<file path="src/rtl/spi_proto_pkg.sv">
// Shared constants for the 8-byte host/slave command protocol.
// Also holds the helper that turns a cycle count into a down-counter reload value.
package spi_proto_pkg;

  localparam int FRAME_BYTES = 8;

  typedef enum logic [7:0] {
    OP_NOP         = 8'h00,
    OP_INIT        = 8'h01,
    OP_WR_INVERTED = 8'h02,
    OP_WR_LEDS     = 8'h04,
    OP_WR_VEC      = 8'h06,
    OP_RD_VEC      = 8'h07
  } opcode_e;

  localparam logic [7:0] INIT_BYTE   = 8'h11;
  localparam logic [7:0] ECHO_MARKER = 8'h40;

  // A state that must last n cycles reloads n-1 and leaves when the counter reads 0.
  function automatic logic [7:0] div_load(input int unsigned n);
    return 8'(n - 1);
  endfunction

endpackage

</file>
<file path="src/rtl/spi_cmd_master_if.sv">
// Command-side handshake between a host and spi_cmd_master.
// The host holds the master modport; the SPI engine holds the slave modport.
interface spi_cmd_master_if #(
  parameter int FRAME_BYTES = spi_proto_pkg::FRAME_BYTES
);
  logic                         start;
  logic [7:0]                   opcode;
  logic [8*(FRAME_BYTES-1)-1:0] payload;
  logic                         busy;
  logic                         done;
  logic [8*FRAME_BYTES-1:0]     rx_frame;

  modport master (output start, opcode, payload, input busy, done, rx_frame);
  modport slave  (input start, opcode, payload, output busy, done, rx_frame);
endinterface

</file>
<file path="src/rtl/spi_byte_shifter.sv">
// 8-bit LSB-first shifter: MOSI is bit 0 of the TX register, MISO enters at bit 7.
// bit_cnt advances with each TX shift and wraps 7->0 at the byte boundary.
module spi_byte_shifter (
  input  logic       clk,
  input  logic       reset,
  input  logic       load,
  input  logic [7:0] load_byte,
  input  logic       sample,
  input  logic       shift,
  input  logic       miso,
  output logic       mosi,
  output logic [7:0] rx_byte,
  output logic [2:0] bit_cnt
);

  logic [7:0] tx_sr;

  always_ff @(posedge clk or posedge reset) begin
    if (reset) begin
      tx_sr   <= 8'h00;
      rx_byte <= 8'h00;
      bit_cnt <= 3'd0;
    end else begin
      if (load) begin
        tx_sr   <= load_byte;
        bit_cnt <= 3'd0;
      end else if (shift) begin
        tx_sr   <= {1'b0, tx_sr[7:1]};
        bit_cnt <= bit_cnt + 3'd1;
      end
      if (sample)
        rx_byte <= {miso, rx_byte[7:1]};
    end
  end

  assign mosi = tx_sr[0];

endmodule

</file>
<file path="src/rtl/spi_cmd_master.sv">
// Host-side SPI mode-0 master: sends one opcode+payload frame per start and
// captures the bytes returned on MISO.
//
//   state  | meaning
//   IDLE   | SS high, waiting for start
//   SETUP  | SS low, bit 0 of byte 0 on MOSI before the first rising edge
//   SCK_HI | SCK high; MISO sampled on entry
//   SCK_LO | SCK low; MOSI advanced on entry
//   GAP    | SCK low, SS low, next byte on MOSI while the slave services its FIFO
//   LAST   | SS held low one half-period after the final falling edge
//   FINISH | SS high, done pulse, busy released
//   HOLD   | SS high minimum before a new start is accepted
module spi_cmd_master #(
  parameter int CLK_DIV     = 4,
  parameter int FRAME_BYTES = spi_proto_pkg::FRAME_BYTES,
  parameter int BYTE_GAP    = 16,
  parameter int SS_HOLD     = 4
) (
  input  logic               clk,
  input  logic               reset,
  spi_cmd_master_if.slave    cmd,
  output logic               SPI_SCK,
  output logic               SPI_SS,
  output logic               SPI_MOSI,
  input  logic               SPI_MISO
);
  import spi_proto_pkg::*;

  localparam int BCW = (FRAME_BYTES > 2) ? $clog2(FRAME_BYTES) : 1;
  localparam logic [BCW-1:0] LAST_BYTE = BCW'(FRAME_BYTES - 1);
  localparam logic [7:0] DIV_LD  = div_load(CLK_DIV);
  localparam logic [7:0] GAP_LD  = div_load(BYTE_GAP);
  localparam logic [7:0] HOLD_LD = div_load(SS_HOLD);

  localparam logic [2:0] IDLE   = 3'd0;
  localparam logic [2:0] SETUP  = 3'd1;
  localparam logic [2:0] SCK_HI = 3'd2;
  localparam logic [2:0] SCK_LO = 3'd3;
  localparam logic [2:0] GAP    = 3'd4;
  localparam logic [2:0] LAST   = 3'd5;
  localparam logic [2:0] FINISH = 3'd6;
  localparam logic [2:0] HOLD   = 3'd7;

  logic [2:0]                   state;
  logic [7:0]                   div_cnt;
  logic [BCW-1:0]               byte_cnt;
  logic [8*(FRAME_BYTES-1)-1:0] pay_buf;
  logic [8*FRAME_BYTES-1:0]     rx_frame_r;
  logic                         busy_r;
  logic                         done_r;

  logic       tick;
  logic       sh_load;
  logic [7:0] sh_byte;
  logic       sh_sample;
  logic       sh_shift;
  logic [7:0] rx_byte;
  logic [2:0] bit_cnt;

  spi_byte_shifter u_shifter (
    .clk       (clk),
    .reset     (reset),
    .load      (sh_load),
    .load_byte (sh_byte),
    .sample    (sh_sample),
    .shift     (sh_shift),
    .miso      (SPI_MISO),
    .mosi      (SPI_MOSI),
    .rx_byte   (rx_byte),
    .bit_cnt   (bit_cnt)
  );

  assign tick = (div_cnt == 8'd0);

  // bit_cnt is already advanced by the time SCK_LO decides, so 0 means bit 7 just went out.
  always_comb begin
    sh_load   = 1'b0;
    sh_byte   = cmd.opcode;
    sh_sample = 1'b0;
    sh_shift  = 1'b0;
    case (state)
      IDLE:   sh_load = cmd.start;
      SETUP,
      GAP:    sh_sample = tick;
      SCK_HI: sh_shift = tick;
      SCK_LO: begin
        if (tick) begin
          if (bit_cnt != 3'd0) begin
            sh_sample = 1'b1;
          end else if (byte_cnt != LAST_BYTE) begin
            sh_load = 1'b1;
            sh_byte = pay_buf[7:0];
          end
        end
      end
      default: ;
    endcase
  end

  always_ff @(posedge clk or posedge reset) begin
    if (reset) begin
      state      <= IDLE;
      div_cnt    <= 8'd0;
      byte_cnt   <= '0;
      pay_buf    <= '0;
      rx_frame_r <= '0;
      busy_r     <= 1'b0;
      done_r     <= 1'b0;
      SPI_SCK    <= 1'b0;
      SPI_SS     <= 1'b1;
    end else begin
      done_r <= 1'b0;
      case (state)
        IDLE: begin
          if (cmd.start) begin
            pay_buf  <= cmd.payload;
            byte_cnt <= '0;
            busy_r   <= 1'b1;
            SPI_SS   <= 1'b0;
            div_cnt  <= DIV_LD;
            state    <= SETUP;
          end
        end
        SETUP, GAP: begin
          if (tick) begin
            SPI_SCK <= 1'b1;
            div_cnt <= DIV_LD;
            state   <= SCK_HI;
          end else begin
            div_cnt <= div_cnt - 8'd1;
          end
        end
        SCK_HI: begin
          if (tick) begin
            SPI_SCK <= 1'b0;
            div_cnt <= DIV_LD;
            state   <= SCK_LO;
          end else begin
            div_cnt <= div_cnt - 8'd1;
          end
        end
        SCK_LO: begin
          if (tick) begin
            if (bit_cnt != 3'd0) begin
              SPI_SCK <= 1'b1;
              div_cnt <= DIV_LD;
              state   <= SCK_HI;
            end else begin
              rx_frame_r[8*byte_cnt +: 8] <= rx_byte;
              if (byte_cnt != LAST_BYTE) begin
                byte_cnt <= byte_cnt + 1'b1;
                pay_buf  <= pay_buf >> 8;
                div_cnt  <= GAP_LD;
                state    <= GAP;
              end else begin
                div_cnt <= DIV_LD;
                state   <= LAST;
              end
            end
          end else begin
            div_cnt <= div_cnt - 8'd1;
          end
        end
        LAST: begin
          if (tick) begin
            SPI_SS  <= 1'b1;
            busy_r  <= 1'b0;
            done_r  <= 1'b1;
            state   <= FINISH;
          end else begin
            div_cnt <= div_cnt - 8'd1;
          end
        end
        FINISH: begin
          div_cnt <= HOLD_LD;
          state   <= HOLD;
        end
        default: begin
          if (tick)
            state <= IDLE;
          else
            div_cnt <= div_cnt - 8'd1;
        end
      endcase
    end
  end

  assign cmd.busy     = busy_r;
  assign cmd.done     = done_r;
  assign cmd.rx_frame = rx_frame_r;

endmodule

</file>
<file path="src/flat_wrapper.sv">
// flat-port wrapper written by rule: the top's interface ports become plain ports
module spi_cmd_master_flat import spi_proto_pkg::*;
#(
  parameter int CLK_DIV     = 4,
  parameter int FRAME_BYTES = spi_proto_pkg::FRAME_BYTES,
  parameter int BYTE_GAP    = 16,
  parameter int SS_HOLD     = 4
)
  (clk, reset, SPI_SCK, SPI_SS, SPI_MOSI, SPI_MISO, cmd_start, cmd_opcode, cmd_payload, cmd_busy, cmd_done, cmd_rx_frame);
  spi_cmd_master_if #(.FRAME_BYTES(FRAME_BYTES)) cmd_i ();
  input  logic clk;
  input  logic reset;
  output logic SPI_SCK;
  output logic SPI_SS;
  output logic SPI_MOSI;
  input  logic SPI_MISO;
  input wire logic [$bits(cmd_i.start)-1:0] cmd_start;
  input wire logic [$bits(cmd_i.opcode)-1:0] cmd_opcode;
  input wire logic [$bits(cmd_i.payload)-1:0] cmd_payload;
  output wire logic [$bits(cmd_i.busy)-1:0] cmd_busy;
  output wire logic [$bits(cmd_i.done)-1:0] cmd_done;
  output wire logic [$bits(cmd_i.rx_frame)-1:0] cmd_rx_frame;
  assign cmd_i.start = cmd_start;
  assign cmd_i.opcode = cmd_opcode;
  assign cmd_i.payload = cmd_payload;
  assign cmd_busy = cmd_i.busy;
  assign cmd_done = cmd_i.done;
  assign cmd_rx_frame = cmd_i.rx_frame;
  spi_cmd_master #(.CLK_DIV(CLK_DIV), .FRAME_BYTES(FRAME_BYTES), .BYTE_GAP(BYTE_GAP), .SS_HOLD(SS_HOLD)) u_core (.clk(clk), .reset(reset), .cmd(cmd_i), .SPI_SCK(SPI_SCK), .SPI_SS(SPI_SS), .SPI_MOSI(SPI_MOSI), .SPI_MISO(SPI_MISO));
endmodule
</file>
<file path="config.mk">
export PLATFORM = sky130hd
export DESIGN_NAME = spi_cmd_master_flat
export DESIGN_NICKNAME = d
export VERILOG_FILES = /design/src/rtl/spi_proto_pkg.sv /design/src/rtl/spi_cmd_master_if.sv /design/src/rtl/spi_byte_shifter.sv /design/src/rtl/spi_cmd_master.sv /design/src/flat_wrapper.sv
export SDC_FILE = /design/constraint.sdc
export NUM_CORES = 1
export LEC_CHECK = 0
export ABC_AREA = 1
export BUFFER_PORTS_ARGS = -buffer_cell sky130_fd_sc_hd__buf_2
export CORE_ASPECT_RATIO = 2
export CORE_MARGIN = 2
export CORE_UTILIZATION = 40
export DETAILED_ROUTE_END_ITERATION = 16
export HOLD_SLACK_MARGIN = 0.06
export SYNTH_ARGS = -nofsm -noshare
export SYNTH_HDL_FRONTEND = slang
export SYNTH_SLANG_ARGS = --single-unit
</file>
<file path="constraint.sdc">
create_clock -name clk -period 5 [get_ports clk]
set_clock_uncertainty 0.2 [all_clocks]
set_input_delay 1 -clock clk [delete_from_list [all_inputs] [get_ports clk]]
set_output_delay 1 -clock clk [all_outputs]
set_load 0.005 [all_outputs]
</file>
=== After elaboration in Yosys (flattened, before gate mapping) ===
Cells that the tools add are included.

* Eq/ne operators: 16
* Bitwise gates (word level): 1
* Reduce and logical (&&, ||, !) cells: 16
* Shift-type cells: 2
* Muxes and demuxes: 54
* Add/sub/neg operators: 4

{| class="wikitable"
|+ Operators with widths
! operator !! count
|-
| two-way mux 56 bit || 4
|-
| case mux 56 bit (2 select lines) || 1
|-
| two-way mux 8 bit || 11
|-
| bitwise mux 64 bit || 1
|-
| variable shift 8 x 34 -> 64 bit (first input constant) || 1
|-
| variable part select 8 x 34 -> 64 bit || 1
|-
| two-way mux 3 bit || 13
|-
| negation 6 -> 34 bit || 1
|-
| case mux 8 bit (4 select lines) || 1
|-
| case mux 3 bit (6 select lines) || 1
|-
| two-way mux 1 bit || 15
|-
| inequality test 2 x 1 -> 1 bit (second input constant) || 6
|-
| AND reduction 5 bit || 2
|-
| == test 3 bit (second input constant) || 3
|-
| nonzero test 3 bit || 3
|-
| logical NOT 8 bit || 1
|-
| case mux 1 bit (2 select lines) || 4
|-
| subtractor 8 x 1 -> 8 bit (second input constant) || 1
|-
| adder 3 x 1 -> 3 bit (second input constant) || 2
|-
| == test 3 x 2 -> 1 bit (second input constant) || 2
|-
| case mux 3 bit (2 select lines) || 1
|-
| AND reduction 3 bit || 2
|-
| AND reduction 6 bit || 1
|-
| nonzero test 2 bit || 3
|-
| 11 further kinds || 12
|}

* Input bits: 68
* Output and inout bits: 69
* Flip-flop bits (word level): 157
* Word-level logic and storage cells: 105

=== Depth between registers and ports, before layout ===
* Word-level depth: 6
* Depth in mapped cells: 12
* Mapped depth without buffers: 11

=== Cells and area by module ===
From an unflattened synthesis, not the netlist that was laid out.

* Cell total of the unflattened synthesis: 960
* Area, all modules: 7621.1 um^2

{| class="wikitable"
|+ By module, submodules not included
! module !! cells an instance !! seq. area each (um^2) !! instances !! area an instance (um^2)
|-
| spi_cmd_master || 872 || 3454.6 || 1 || 6811.5
|-
| spi_byte_shifter || 88 || 475.5 || 1 || 809.5
|}

=== Least setup slack after synthesis ===
OpenSTA, ideal clock, no wires.

* Path kind: register to register
* From: register u_core.byte_cnt[0]
* To: register u_core.rx_frame_r[48], in the netlist u_core.cmd.rx_frame[48]
* Setup time: 0.067 ns
* Required time: 4.733 ns
* Arrival time: 2.108 ns
* Path slack: 2.625 ns
* Buffers on the path: 1
* Clock period less this slack: 2.375 ns
* Stages on the path, launching flop included: 8
* Path through: dfrtp_1 inv_1 ha_1 ha_1 buf_1 nor3_1 nand3_1 nand2_1

* Word-level cells in the longest chain between the ends: 3
* Elaborated cells between the ends (all ways): 4
* Classes of those cells: add/sub (1); shift (2); mux (1)

{| class="wikitable"
|+ RTL lines
! element !! RTL line !! text
|-
| from (decl) || spi_cmd_master.sv:46 || <nowiki>logic [BCW-1:0] byte_cnt;</nowiki>
|-
| from (signal assigned) || spi_cmd_master.sv:151 || <nowiki>byte_cnt <= byte_cnt + 1'b1;</nowiki>
|-
| negation 6 -> 34 bit * || spi_cmd_master.sv:149 || <nowiki>rx_frame_r[8*byte_cnt +: 8] <= rx_byte;</nowiki>
|-
| variable part select 8 x 34 -> 64 bit or variable shift 8 x 34 -> 64 bit (tied branches) || spi_cmd_master.sv:149 ||
|-
| bitwise mux 64 bit * || spi_cmd_master.sv:149 ||
|-
| to (signal, indexed assignment) || spi_cmd_master.sv:149 ||
|-
| to (decl) || spi_cmd_master.sv:48 || <nowiki>logic [8*FRAME_BYTES-1:0] rx_frame_r;</nowiki>
|}

Every way passes the cells marked *; elsewhere a longest branch is shown, timed or not.
A chain may end at the register's enable or synchronous reset.

=== Final worst setup path ===
* From: register u_core.byte_cnt[0]
* To: register u_core.pay_buf[51]

* Word-level cells in the longest chain between the ends: 3

{| class="wikitable"
|+ RTL lines
! element !! RTL line !! text
|-
| inequality test 3 bit || spi_cmd_master.sv:150 || <nowiki>if (byte_cnt != LAST_BYTE) begin</nowiki>
|-
| inequality test 2 x 1 -> 1 bit (no source line) || n/a ||
|-
| AND reduction 5 bit (no source line) || n/a ||
|-
| to (signal assigned) || spi_cmd_master.sv:116 || <nowiki>pay_buf <= cmd.payload;</nowiki>
|-
| to (signal assigned) || spi_cmd_master.sv:152 || <nowiki>pay_buf <= pay_buf >> 8;</nowiki>
|-
| to (decl) || spi_cmd_master.sv:47 || <nowiki>logic [8*(FRAME_BYTES-1)-1:0] pay_buf;</nowiki>
|}

Every way passes these cells.

==> impl_metrics.ini <==
[run_status]
status = finished, final reports clean

[logic_synthesis]
post_synth.cell_area_avg_um2 = 8.000
synth.distinct_cells = 31
async_flop_share_pct = 100.0
synth.top_cell.area_share_pct = 49.29
synth-edff-count = 0
syn_nets = 1068
ys_seq_area_share_pct = 49.62
ys_warn_count = 0
syn-cell-area_mm2 = 0.007920
yosysMostFrequentCell = nand2_1
synth_area_leaders = dfrtp_1 49%, nand2_1 14%, o21ai_0 7.8%, inv_1 5.2%, nand3_1 4.7%
synth_cells = 990
synth_ff_type = dfrtp_1
ys_seq_elements = 157
synth_common_cells = 297 x nand2_1, 156 x dfrtp_1, 124 x o21ai_0, 110 x inv_1, 74 x nand3_1
yosysTopAreaCell = dfrtp_1

[critical_path]
cp_common_cell = ha_1
crit_fanout = 52
crit_required_ps = 5140
worst_path_dominant_cell_family = simple AND/OR/NAND/NOR gates
r2r_setup_slack_ps = 1930
max_stage_delay_ps = 500
end_kind = register
crit_buf_inv = 2
path_class = reg -> reg
start_kind = register
reg2reg_from = u_core.byte_cnt[0]
path_cells = ha_1, ha_1, inv_1, nand3_2, nand2_4, buf_4, nand3_1, o21ai_0
arrival_ps = 3210
crit_slowest_cell = nand2_4
critical_path.startpoint = u_core.byte_cnt[0]

[placed_design]
port-buffer-count = 136
place_congestion = 0.8650
dpl.hpwl_um = 14570

[cts]
cts-root-buf = clkbuf_16
cts_made_buffers = 17
clkLatencyLatePin_ps = 430
h-tree-depth = 4
cts.path.max_buffers = 2
clock-sinks = 157
hold_buffers = 0
cts_resized = 0
path_clk_slew_ps = 60
cts_tree = yes
cts_setup_buffers = 0

[pwr]
power_density_mw_per_mm2 = 469.3
combPwrFrac_pct = 31.8
switching_share_pct = 38.34
p_sw_uw = 1676
fin_total_pwr_uw = 4373
seqPwrFrac_pct = 39.7
intPower_uw = 2696
clockPowerShare_pct = 28.5
power_leakage_uw = 0.004888
irDropWorstVdd_mv = 0.2329

[die]
die_w_um = 103.5
placementRows = 72
start_util_pct = 40.89
ios = 137
design.core.area_mm2 = 0.01937
die_area_mm2 = 0.02101
die_h_um = 203

[sta]
fin_setup_tns_ps = 0
drv_slew = 0
slew_headroom_pct = 29.44
hold_viol = 0
tightestPinTransition_ps = 1055
grt_setup_unrepaired = no
fin_crit_sh_pct = 61.45
setup_violations = 0
timing.fmax_ghz = 0.3255
fin_crit_ps = 3072

[routing]
vias_per_cell = 4.966
dr.pass1.iters = 5
antenna_left = 0
drtIter0Drc = 320
num_vias = 6818
drc = 0
wl_um = 20220
wl_per_cell_um = 14.73

[grt]
grt_pass1_vias = 6626
antenna_found_initial = 0
gr-usage-all-layers_pct = 19.69
grt_start_max_net_pins = 158
grt_remaining_overflow = 0
grt_first_pass_wirelength_um = 33000

[worst_hold_path]
hold_class = reg -> reg
hp-start = u_core.cmd.rx_frame[53]

[final_layout]
antenna-diode-count = 0
drive_gt1_share_pct = 18.94
num-nets-final = 1180
syn2layout_area_growth_pct = 17.65

[flow_run]
maxCapViolations = 0
==> sequential cells by signal (all words and copies together) (netlist names), 3 cells and up <==
name / cells
u_core.cmd.rx_frame: 64
u_core.pay_buf: 56
u_core.div_cnt: 8
u_core.u_shifter.rx_byte: 8
u_core.u_shifter.tx_sr: 8
u_core.byte_cnt: 3
u_core.state: 3
u_core.u_shifter.bit_cnt: 3
==> metrics by stage <==
step | setup slack, ps | utilization (%) | hold slack, ps | area [um^2] | cells
finish | 1928 | 48.11 | 262.3 | 9318 | 1373
global route | 1658 | 48.11 | 287.7 | 9318 | 1373
CTS | 1899 | 48.11 | 267.8 | 9318 | 1373
detailed placement | 1928 | 45.23 | 254.8 | 8760 | 1342
global placement | 2007 | 45.23 | 250.9 | 8760 | 1342
floorplan | 1814 | - | 265.4 | 7924 | 990
==> final cells by class <==
cell class	instances	area, um^2
Clock inverter	11	111.4
Timing Repair Buffer	145	760.7
Fill cell	1990	10050
Sequential cell	157	3930
Inverter	114	434.2
Clock buffer	20	446.7
Tap cell	259	324.1
Multi-Input combinational cell	667	3311
==> logic make-up after synthesis <==
| kind of cell | after synthesis | share of synthesized area [%] |
|---|---|---|
| AND/OR/NAND/NOR | 513 | 30.19 |
| buffers and inverters | 166 | 8.673 |
| flip-flops | 157 | 49.62 |
| AO/OA/AOI/OAI | 143 | 9.826 |
| adder cells (fa/ha/maj) | 10 | 1.580 |
| XOR/XNOR | 1 | 0.1106 |
==> worst paths after layout <==
kind / end / cells past startpoint
min reg2reg: u_core.cmd.rx_frame[53] / 2
max: u_core.pay_buf[51] / 8
max in group asynchronous: u_core.cmd.rx_frame[27] / 3
max reg2reg: u_core.pay_buf[51] / 8
min: u_core.cmd.rx_frame[53] / 2
min in group asynchronous: u_core.u_shifter.tx_sr[7] / 3
==> metal layers <==
layer,vias to the layer above,GRT usage [%],part of all wire (%)
met5,-,0,0
met4,0,9.025,2.9
met2,150,37.82,56
li1,3454,-,-
met1,3185,20.63,38
met3,29,3.371,3.2
==> layout by cell type, fill, tap and decap left out, types with 2 or more instances in the layout <==
cell,Yosys,routed
dfrtp_1,156,156
clkbuf_1,19,2
inv_1,110,109
nor3_1,42,42
ha_1,10,10
nand4_1,52,52
clkbuf_16,0,17
a21oi_1,2,2
nand4_4,6,6
buf_2,22,136
nand2_2,2,2
clkinv_4,0,4
nor2_1,31,31
nand2_1,297,296
clkinv_1,3,3
nand2_4,2,3
o21ai_0,124,124
inv_6,0,3
nand3_1,74,74
o21ai_2,16,16
buf_4,3,8
clkinvlp_4,0,3
==> tightest hold or removal path, stage by stage (launching register included) <==
cell	delay (ps)
dfrtp_1	340
nand2_1	50
nand2_1	40
==> power groups by stage <==
stage               combinational (uW)  clock (uW)  sequential, uW
finish                            1390        1250            1730
global route                      1620        1330            1770
CTS                               1400        1280            1730
detailed placement                1400           0            1760
global placement                  1380           0            1750
floorplan                         1090           0            1710
Note: power is estimated with default switching activity, not from simulation.
